**config.mk**
```make
export PLATFORM = sky130hd
export DESIGN_NAME = btn_sw_conditioner
export DESIGN_NICKNAME = d
export VERILOG_FILES = /design/src/rtl/btn_sw_conditioner.sv
export SDC_FILE = /design/constraint.sdc
export NUM_CORES = 1
export LEC_CHECK = 0
export BUFFER_PORTS_ARGS = -buffer_cell sky130_fd_sc_hd__buf_2
export CAP_MARGIN = 30
export CORE_MARGIN = 1
export CORE_UTILIZATION = 31
export DETAILED_ROUTE_END_ITERATION = 6
export PLACE_DENSITY = 0.49
export REMOVE_ABC_BUFFERS = 1
export SETUP_SLACK_MARGIN = 0.5
export SYNTH_ARGS = -nofsm -noshare
export SYNTH_HDL_FRONTEND = slang
export SYNTH_SLANG_ARGS = --single-unit
export TNS_END_PERCENT = 20
```
**constraint.sdc**
```tcl
create_clock -name clk_i -period 2.2 [get_ports clk_i]
set_input_delay 0.44 -clock clk_i [delete_from_list [all_inputs] [get_ports clk_i]]
set_output_delay 0.44 -clock clk_i [all_outputs]
set_load 0.02 [all_outputs]
```
**src/rtl/btn_sw_conditioner.sv**
```systemverilog
// Button/switch front end: 2-flop synchronisers, counter-based button debounce FSM,
// single-cycle press pulse with a switch snapshot. Optional press counter: PRESS_COUNTER_EN.
module btn_sw_conditioner #(
    parameter int DEBOUNCE_CYCLES = 1000,
    parameter int CNT_W           = 16
) (
    input  logic       clk_i,
    input  logic       rst_ni,
    input  logic       btn_raw_i,
    input  logic [3:0] sw_raw_i,
    output logic       button_o,
    output logic [3:0] sw_o,
    output logic       btn_level_o,
    output logic [7:0] press_cnt_o
);

    localparam logic [1:0] IDLE     = 2'd0;
    localparam logic [1:0] ARM_HIGH = 2'd1;
    localparam logic [1:0] PRESSED  = 2'd2;
    localparam logic [1:0] ARM_LOW  = 2'd3;

    localparam logic [CNT_W-1:0] CNT_LAST = CNT_W'(DEBOUNCE_CYCLES - 1);
    localparam logic [CNT_W-1:0] CNT_ONE  = CNT_W'(1);
    localparam logic [CNT_W-1:0] CNT_ZERO = CNT_W'(0);

    logic             btn_meta_r;
    logic             btn_sync_r;
    logic [3:0]       sw_meta_r;
    logic [3:0]       sw_sync_r;
    logic [1:0]       state_r;
    logic [1:0]       state_nxt_s;
    logic [CNT_W-1:0] cnt_r;
    logic [CNT_W-1:0] cnt_nxt_s;
    logic             pulse_s;
    logic             level_nxt_s;
    logic             button_r;
    logic [3:0]       sw_r;
    logic             level_r;

    // Two-flop synchronisers for the asynchronous button and switch pins.
    always_ff @(posedge clk_i or negedge rst_ni) begin
        if (!rst_ni) begin
            btn_meta_r <= 1'b0;
            btn_sync_r <= 1'b0;
            sw_meta_r  <= 4'd0;
            sw_sync_r  <= 4'd0;
        end else begin
            btn_meta_r <= btn_raw_i;
            btn_sync_r <= btn_meta_r;
            sw_meta_r  <= sw_raw_i;
            sw_sync_r  <= sw_meta_r;
        end
    end

    // Debounce next-state logic: a level is accepted only after DEBOUNCE_CYCLES stable cycles.
    always_comb begin
        state_nxt_s = state_r;
        cnt_nxt_s   = cnt_r;
        pulse_s     = 1'b0;
        case (state_r)
            IDLE: begin
                if (btn_sync_r) begin
                    state_nxt_s = ARM_HIGH;
                    cnt_nxt_s   = CNT_ZERO;
                end else begin
                    state_nxt_s = IDLE;
                end
            end
            ARM_HIGH: begin
                if (!btn_sync_r) begin
                    state_nxt_s = IDLE;
                end else if (cnt_r == CNT_LAST) begin
                    state_nxt_s = PRESSED;
                    pulse_s     = 1'b1;
                end else begin
                    cnt_nxt_s = cnt_r + CNT_ONE;
                end
            end
            PRESSED: begin
                if (!btn_sync_r) begin
                    state_nxt_s = ARM_LOW;
                    cnt_nxt_s   = CNT_ZERO;
                end else begin
                    state_nxt_s = PRESSED;
                end
            end
            ARM_LOW: begin
                if (btn_sync_r) begin
                    state_nxt_s = PRESSED;
                end else if (cnt_r == CNT_LAST) begin
                    state_nxt_s = IDLE;
                end else begin
                    cnt_nxt_s = cnt_r + CNT_ONE;
                end
            end
            default: begin
                state_nxt_s = IDLE;
                cnt_nxt_s   = CNT_ZERO;
            end
        endcase
        level_nxt_s = (state_nxt_s == PRESSED) || (state_nxt_s == ARM_LOW);
    end

    // FSM state, counter and registered outputs; the switch snapshot moves only on a pulse.
    always_ff @(posedge clk_i or negedge rst_ni) begin
        if (!rst_ni) begin
            state_r  <= IDLE;
            cnt_r    <= CNT_ZERO;
            button_r <= 1'b0;
            sw_r     <= 4'd0;
            level_r  <= 1'b0;
        end else begin
            state_r  <= state_nxt_s;
            cnt_r    <= cnt_nxt_s;
            button_r <= pulse_s;
            level_r  <= level_nxt_s;
            if (pulse_s) begin
                sw_r <= sw_sync_r;
            end else begin
                sw_r <= sw_r;
            end
        end
    end

    assign button_o    = button_r;
    assign sw_o        = sw_r;
    assign btn_level_o = level_r;

`ifdef PRESS_COUNTER_EN
    logic [7:0] press_cnt_r;

    // Accepted-press counter, wraps naturally at 8 bits.
    always_ff @(posedge clk_i or negedge rst_ni) begin
        if (!rst_ni) begin
            press_cnt_r <= 8'd0;
        end else if (pulse_s) begin
            press_cnt_r <= press_cnt_r + 8'd1;
        end else begin
            press_cnt_r <= press_cnt_r;
        end
    end

    assign press_cnt_o = press_cnt_r;
`else
    assign press_cnt_o = 8'd0;
`endif

endmodule

```
==> results.yml, run 1 <==
grt:
  track_usage_pct: 13.8
  grt_max_degree: 34
  gr-total-overflow: 0
  grt_first_pass_wirelength_mm: 5.40
  grt_pass1_vias: 1115
  antenna_found_initial: 0
setup_path:
  required_ns: 2.37
  critPathCaptureType: "register"
  regToRegSetupSlack_ns: 0.49
  crit_path_max_fanout: 5
  worstSetupStartpointType: "register"
  critPathKind: "reg -> reg"
  crit_start: "cnt_r[0]"
  arrival_ns: 1.88
  r2r_cells: 5
  r2r_start: "cnt_r[0]"
  worstReg2RegEnd: "sw_o[3]"
  critPathCapture: "sw_o[3]"
sta:
  fin_skew_ns: 0.00585
  setup_viol: 0
  max_clock_freq_mhz: 583
  drv_slew: 0
  tns_ns: 0
  rsz0062_at_grt: "true"
  hold_violations: 0
  maxSlewHeadroom_pct: 50.3
  fin_crit_sh_pct: 77.9
  worst_pin_slew_ns: 0.745
  period_minus_slack_ns: 1.71
  timing.final.ws_setup_ns: 0.486
clock_network:
  cts-buffers-inserted: 5
  cts.reportedPaths.clkPinSlew_ns: 0.07
  htreeDepth: 2
  ctsHoldBuffers: 0
  clock_path_buffers: 2
  root_buffer: "clkbuf_8"
  insertion_delay_ns: 0.29
  cts_tree: "done"
  cts.sinks: 33
worst_hold_path:
  hp-class: "in -> async"
power_and_ir_drop:
  power_density_mw_per_mm2: 708
  ir_worst_vdd_mv: 0.239
  total_power_w: 0.00136
  leakagePower_nw: 0.850
drt:
  routed_wl_mm: 3.38
  drc: 0
  drtIter0Drc: 85
  wl_per_cell_um: 14.5
  ant_nets: 0
  num_vias: 1196
  vias_per_cell: 5.13
  drt_first_pass_iters: 4
synth:
  yosys-mux-area-fraction_pct: 4.32
  synth_simple_gate_area_share_pct: 19.6
  synth_most_common_cell: "dfrtp_1"
  syn_inst: 140
  synth_area_leader_cell: "dfrtp_1"
  synth_edf_count: 0
  synth_area_mm2: 0.00154
  synth_area_leaders: "dfrtp_1 54%, buf_4 4.4%, o21ai_0 3.9%"
  ys_seq_elements: 33
  ys_types: 42
  synth_seq_area_share_pct: 53.8
  yosys-top-cells-count: "33 x dfrtp_1, 13 x nand2_1, 12 x o21ai_0, 9 x buf_4, 8 x nand3_1"
  synth_xor_xnor_area_share_pct: 1.14
  synthAdderAreaFrac_pct: 0.815
  synth_compound_gate_area_share_pct: 14.3
  netlist.area_leader.share_pct: 53.8
  synth_top_family_by_area: "simple AND/OR/NAND/NOR gates"
  syn_area_per_cell_um2: 11.0
  synthArstFlopShare_pct: 100
  yosys_warnings: 0
  synthFlopType: "dfrtp_1"
placed_design:
  gp_congestion: 0.858
  post-place-ws_ns: 0.202
  dp_cells: 216
  portBuffers: 12
  hpwl_mm: 2.21
final_layout:
  nNetsFinal: 173
  syn2layout_area_growth_pct: 24.7
  stdcell_count: 233
  num_antenna_cells: 0
  layout-drive-gt1-share_pct: 31.9
floorplan:
  io_pins: 21
  start_util_pct: 32.3
  die_w_um: 72.4
  dieArea_mm2: 0.00524
  die_y_um: 72.4
  coreArea_mm2: 0.00475
  rows: 25
run:
  cap_viol_max_count: 0
status:
  status: "complete, no violations"
## metrics by stage
stage	utilization (%)	hold WS [ns]	cell area, µm²
2_1_floorplan	-	0.144	1480
3_3_place_gp	34.5	0.336	1640
4_1_cts	39.3	0.236	1870
6_report	40.3	0.214	1910
3_5_place_dp	34.5	0.335	1640
5_1_grt	40.3	0.243	1910
## how the worst min path moves through the flow
stage / start / endpoint / slack (ns) / depth (start not counted)
after CTS: rst_ni / sw_o[0] / 0.24 / 1
after global routing: sw_raw_i[1] / sw_meta_r[1] / 0.24 / 1
after floorplan: rst_ni / btn_level_o / 0.14 / 0
final: rst_ni / sw_o[2] / 0.21 / 1
after global placement: btn_meta_r / btn_sync_r / 0.34 / 0
after detailed placement: sw_meta_r[1] / sw_sync_r[1] / 0.33 / 0
## cell type report
cell class	count	area, µm²
timing repair buffer	23	143
multi-input combinational	100	732
clock inverter	1	30.0
clock buffer	7	86.3
sequential	33	830
tap	67	83.8
inverter	2	10.0
fill	453	2840
## worst max-delay path: stages, from the launching register on
cell	delay [ns]
dfrtp_2	0.42
ha_4	0.17
and4b_1	0.26
nand4_1	0.20
nor2_4	0.21
mux2_2	0.35
## layer usage
metal	up-vias	track usage, %	routed length, µm
li1	560	-	-
met1	599	17.8	1490
met4	0	5.66	52
met3	7	4.58	168
met5	-	0	0
met2	30	21.2	1670
## cell families after synthesis
family,Yosys count
AND/OR/NAND/NOR,50
AO/OA/AOI/OAI,33
flip-flops,33
buffers and inverters,14
multiplexers,6
XOR/XNOR,2
adder cells (fa/ha/maj),1
other,1
## cells in the final DEF, fill, tap and decap left out, types with 4 or more instances in the layout
| cell type | count |
|---|---|
| dfrtp_1 | 30 |
| nand2_1 | 12 |
| buf_2 | 12 |
| buf_4 | 11 |
| o21ai_0 | 9 |
| conb_1 | 8 |
| nand3_1 | 7 |
| clkbuf_8 | 6 |
| mux2_2 | 5 |
| a21oi_1 | 5 |
| nor2_1 | 4 |
| and3_1 | 4 |
## where the power goes
part / total (W) / internal [W] / switching (W)
logic: 0.000104 / 0.0000422 / 0.0000614
clock network: 0.000588 / 0.000369 / 0.000219
registers: 0.000664 / 0.000632 / 0.0000316
## state kept, by name, summed over array words and instances, names as in the netlist
signal / flops
btn_sync_r: 1
state_r: 1
sw_sync_r: 4
btn_level_o: 1
cnt_r: 16
button_o: 1
sw_o: 4
btn_meta_r: 1
sw_meta_r: 4
## what timing repair did
item,in CTS,in global routing
endpoints found under the setup margin,15,15
cloned,0,0
buffers inserted,6,3
pin swaps,6,4
gates resized for setup,12,10
hold endpoints to repair,0,0
Note: power is estimated with default switching activity, not from simulation.
==> run 2, diff against run 1 <==
- ABC_AREA: not set -> 1
- PLACE_DENSITY: 0.49 -> 0.51
- clock period: 2.2 -> 1.4 ns (I/O delays scaled with it)
==> run 2 against run 1 <==
  * The run now ends with negative hold slack, negative setup slack left
  * Design area is 16% higher
  * Global-route usage rose by 1.3 points
  * Area after synthesis grew 6.4%
  * Register-to-register slack worse by 0.52 ns
  * Critical path type unchanged
  * Critical endpoint is now cnt_r[3]
==> results.yml, run 2 <==
sta:
  hold_violations: 14
  fin_crit_sh_pct: 103
  fin_skew_ns: 0.00744
  period_minus_slack_ns: 1.44
  rsz0062_at_grt: "true"
  max_clock_freq_mhz: 697
  timing.final.ws_setup_ns: -0.0354
  setup_viol: 6
  drv_slew: 0
  tns_ns: -0.0573
  worst_hold_slack_ns: -0.0980
drt:
  wl_per_cell_um: 11.0
  vias_per_cell: 4.30
  routed_wl_mm: 3.64
  num_vias: 1414
  drc: 0
  drt_first_pass_iters: 4
  drtIter0Drc: 81
  ant_nets: 0
setup_path:
  required_ns: 1.56
  crit_path_max_fanout: 5
  critPathCaptureType: "register"
  crit_family: "simple AND/OR/NAND/NOR gates"
  path_cells: "ha_2 -> nand2_2 -> nor2_2 -> nand2_2 -> nor2_4 -> nor2_4 -> buf_4 -> nand2_1 -> o21ai_0"
  worst_path_largest_cell_delay_ns: 0.37
  arrival_ns: 1.60
  critPathSlowestCell: "dfrtp_1"
  critPathKind: "reg -> reg"
  crit_buf_inv: 1
  worstSetupStartpointType: "register"
  crit_start: "cnt_r[1]"
  r2r_start: "cnt_r[1]"
power_and_ir_drop:
  total_power_w: 0.00210
  power_density_mw_per_mm2: 947
  leakagePower_nw: 1.08
  ir_worst_vdd_mv: 0.459
run:
  cap_viol_max_count: 0
clock_network:
  root_buffer: "clkbuf_8"
  cts.reportedPaths.clkPinSlew_ns: 0.07
  cts.sinks: 33
  htreeDepth: 2
  clock_path_buffers: 2
  cts_tree: "done"
  cts-buffers-inserted: 5
  insertion_delay_ns: 0.29
placed_design:
  post-place-ws_ns: -0.0653
  gp_congestion: 0.787
  portBuffers: 12
  hpwl_mm: 2.55
status:
  status: "finished, violations left"
  violations: "negative hold slack, negative setup slack"
grt:
  grt_max_degree: 20
  grt_first_pass_wirelength_mm: 6.16
  track_usage_pct: 15.0
  gr-total-overflow: 0
  antenna_found_initial: 0
  grt_pass1_vias: 1317
floorplan:
  dieArea_mm2: 0.00556
  die_w_um: 74.6
  die_y_um: 74.6
  start_util_pct: 32.2
  io_pins: 21
  coreArea_mm2: 0.00507
  rows: 26
synth:
  synth_area_leader_cell: "dfrtp_1"
  synth_seq_area_share_pct: 50.6
  synth_area_leaders: "dfrtp_1 51%, nand2_1 17%, nor2_1 6.2%"
  yosys-top-cells-count: "76 x nand2_1, 33 x dfrtp_1, 27 x nor2_1, 15 x inv_1"
  synth_area_mm2: 0.00163
  synthArstFlopShare_pct: 100
  synth_most_common_cell: "nand2_1"
  synth_edf_count: 0
  syn_area_per_cell_um2: 7.96
  yosys_warnings: 0
  ys_types: 20
  ys_seq_elements: 33
  syn_inst: 205
  netlist.area_leader.share_pct: 50.6
  synthFlopType: "dfrtp_1"
final_layout:
  num_antenna_cells: 0
  syn2layout_area_growth_pct: 36.1
  final_common_cell: "nand2_1"
  final_cell_mix: "73 x nand2_1, 35 x buf_4, 33 x dfrtp_1, 22 x nor2_1, 13 x inv_1"
  top_register: "cnt_r"
  nNetsFinal: 266
  largest_register_ffs: 16
  n_fill_cell: 525
  layout-drive-gt1-share_pct: 29.0
worst_hold_path:
  hp-class: "in -> async"
-- run 2: cell types whose count changed after synthesis, sizes merged, moves of 5 or more --
cell   previous run  this run
and3              5         0
xor2              1         6
o31ai             5         0
mux2              5         0
nor2              5        30
inv               2        16
nand2            13        77
-- run 2: what timing repair did --
action / 4_1_cts / 5_1_grt
gates resized for setup: 24 / 10
cloned: 1 / 0
setup endpoints to repair: 29 / 29
buffers inserted: 8 / 1
endpoints found under the hold margin: 14 / 14
pin swaps: 4 / 3
-- run 2: kinds of logic after synthesis --
logic type                 after synthesis  share of synthesized area [%]
AOI/OAI and AO/OA                       13                           4.14
xor gates and xnor gates                 6                           3.22
adders and majority gates                1                          0.766
buffers and inverters                   27                           9.04
DFF                                     33                           50.6
other                                    1                          0.230
and+or+nand+nor                        124                           32.0
-- run 2: power by group --
| group | internal, W | switching (W) |
|---|---|---|
| clock network | 0.000579 | 0.000375 |
| logic | 0.0000618 | 0.0000981 |
| registers | 0.000979 | 0.0000122 |
| total | 0.00162 | 0.000486 |
-- run 2: worst reg2reg max path, stage by stage (launching register included) --
cell and delay [ns]:
dfrtp_1 0.37, ha_2 0.20, nand2_2 0.06, nor2_2 0.10
nand2_2 0.07, nor2_4 0.15, nor2_4 0.08, buf_4 0.15
nand2_1 0.05, o21ai_0 0.08
-- run 2: metrics by stage --
stage	area (µm²)	util, %	cells	hold WS (ns)
6_report	2220	43.8	329	-0.0980
3_5_place_dp	1950	38.4	311	0.229
3_3_place_gp	1950	38.4	311	0.232
2_1_floorplan	1580	-	201	-0.0156
5_1_grt	2220	43.8	329	-0.0680
4_1_cts	2190	43.1	328	-0.0753
-- run 2: worst paths after layout --
check / cells after the start / to / slack [ns]
max: 9 / cnt_r[3] / -0.04
min: 1 / cnt_r[10] / -0.1
max reg2reg: 9 / cnt_r[3] / -0.04
min reg2reg: 0 / sw_sync_r[0] / 0.35
max in group asynchronous: 2 / state_r[0] / 1.07
min in group clk_i: 1 / btn_meta_r / 0.09
-- run 2: layout make-up --
class	count	area, µm²	share of cell area, %
timing repair buffer	50	403	18.1
clock inverter	2	37.5	1.69
clock buffer	6	82.6	3.72
tap	70	87.6	3.94
inverter	16	67.6	3.04
multi-input combinational	152	718	32.3
sequential	33	826	37.2
-- run 2: metal layers --
metal | up-vias | GRT usage [%] | share of wire [%]
met4 | 0 | 4.40 | 1.3
li1 | 729 | - | -
met1 | 664 | 19.9 | 49
met2 | 17 | 24.7 | 48
met5 | - | 0 | 0
met3 | 4 | 3.25 | 2.1
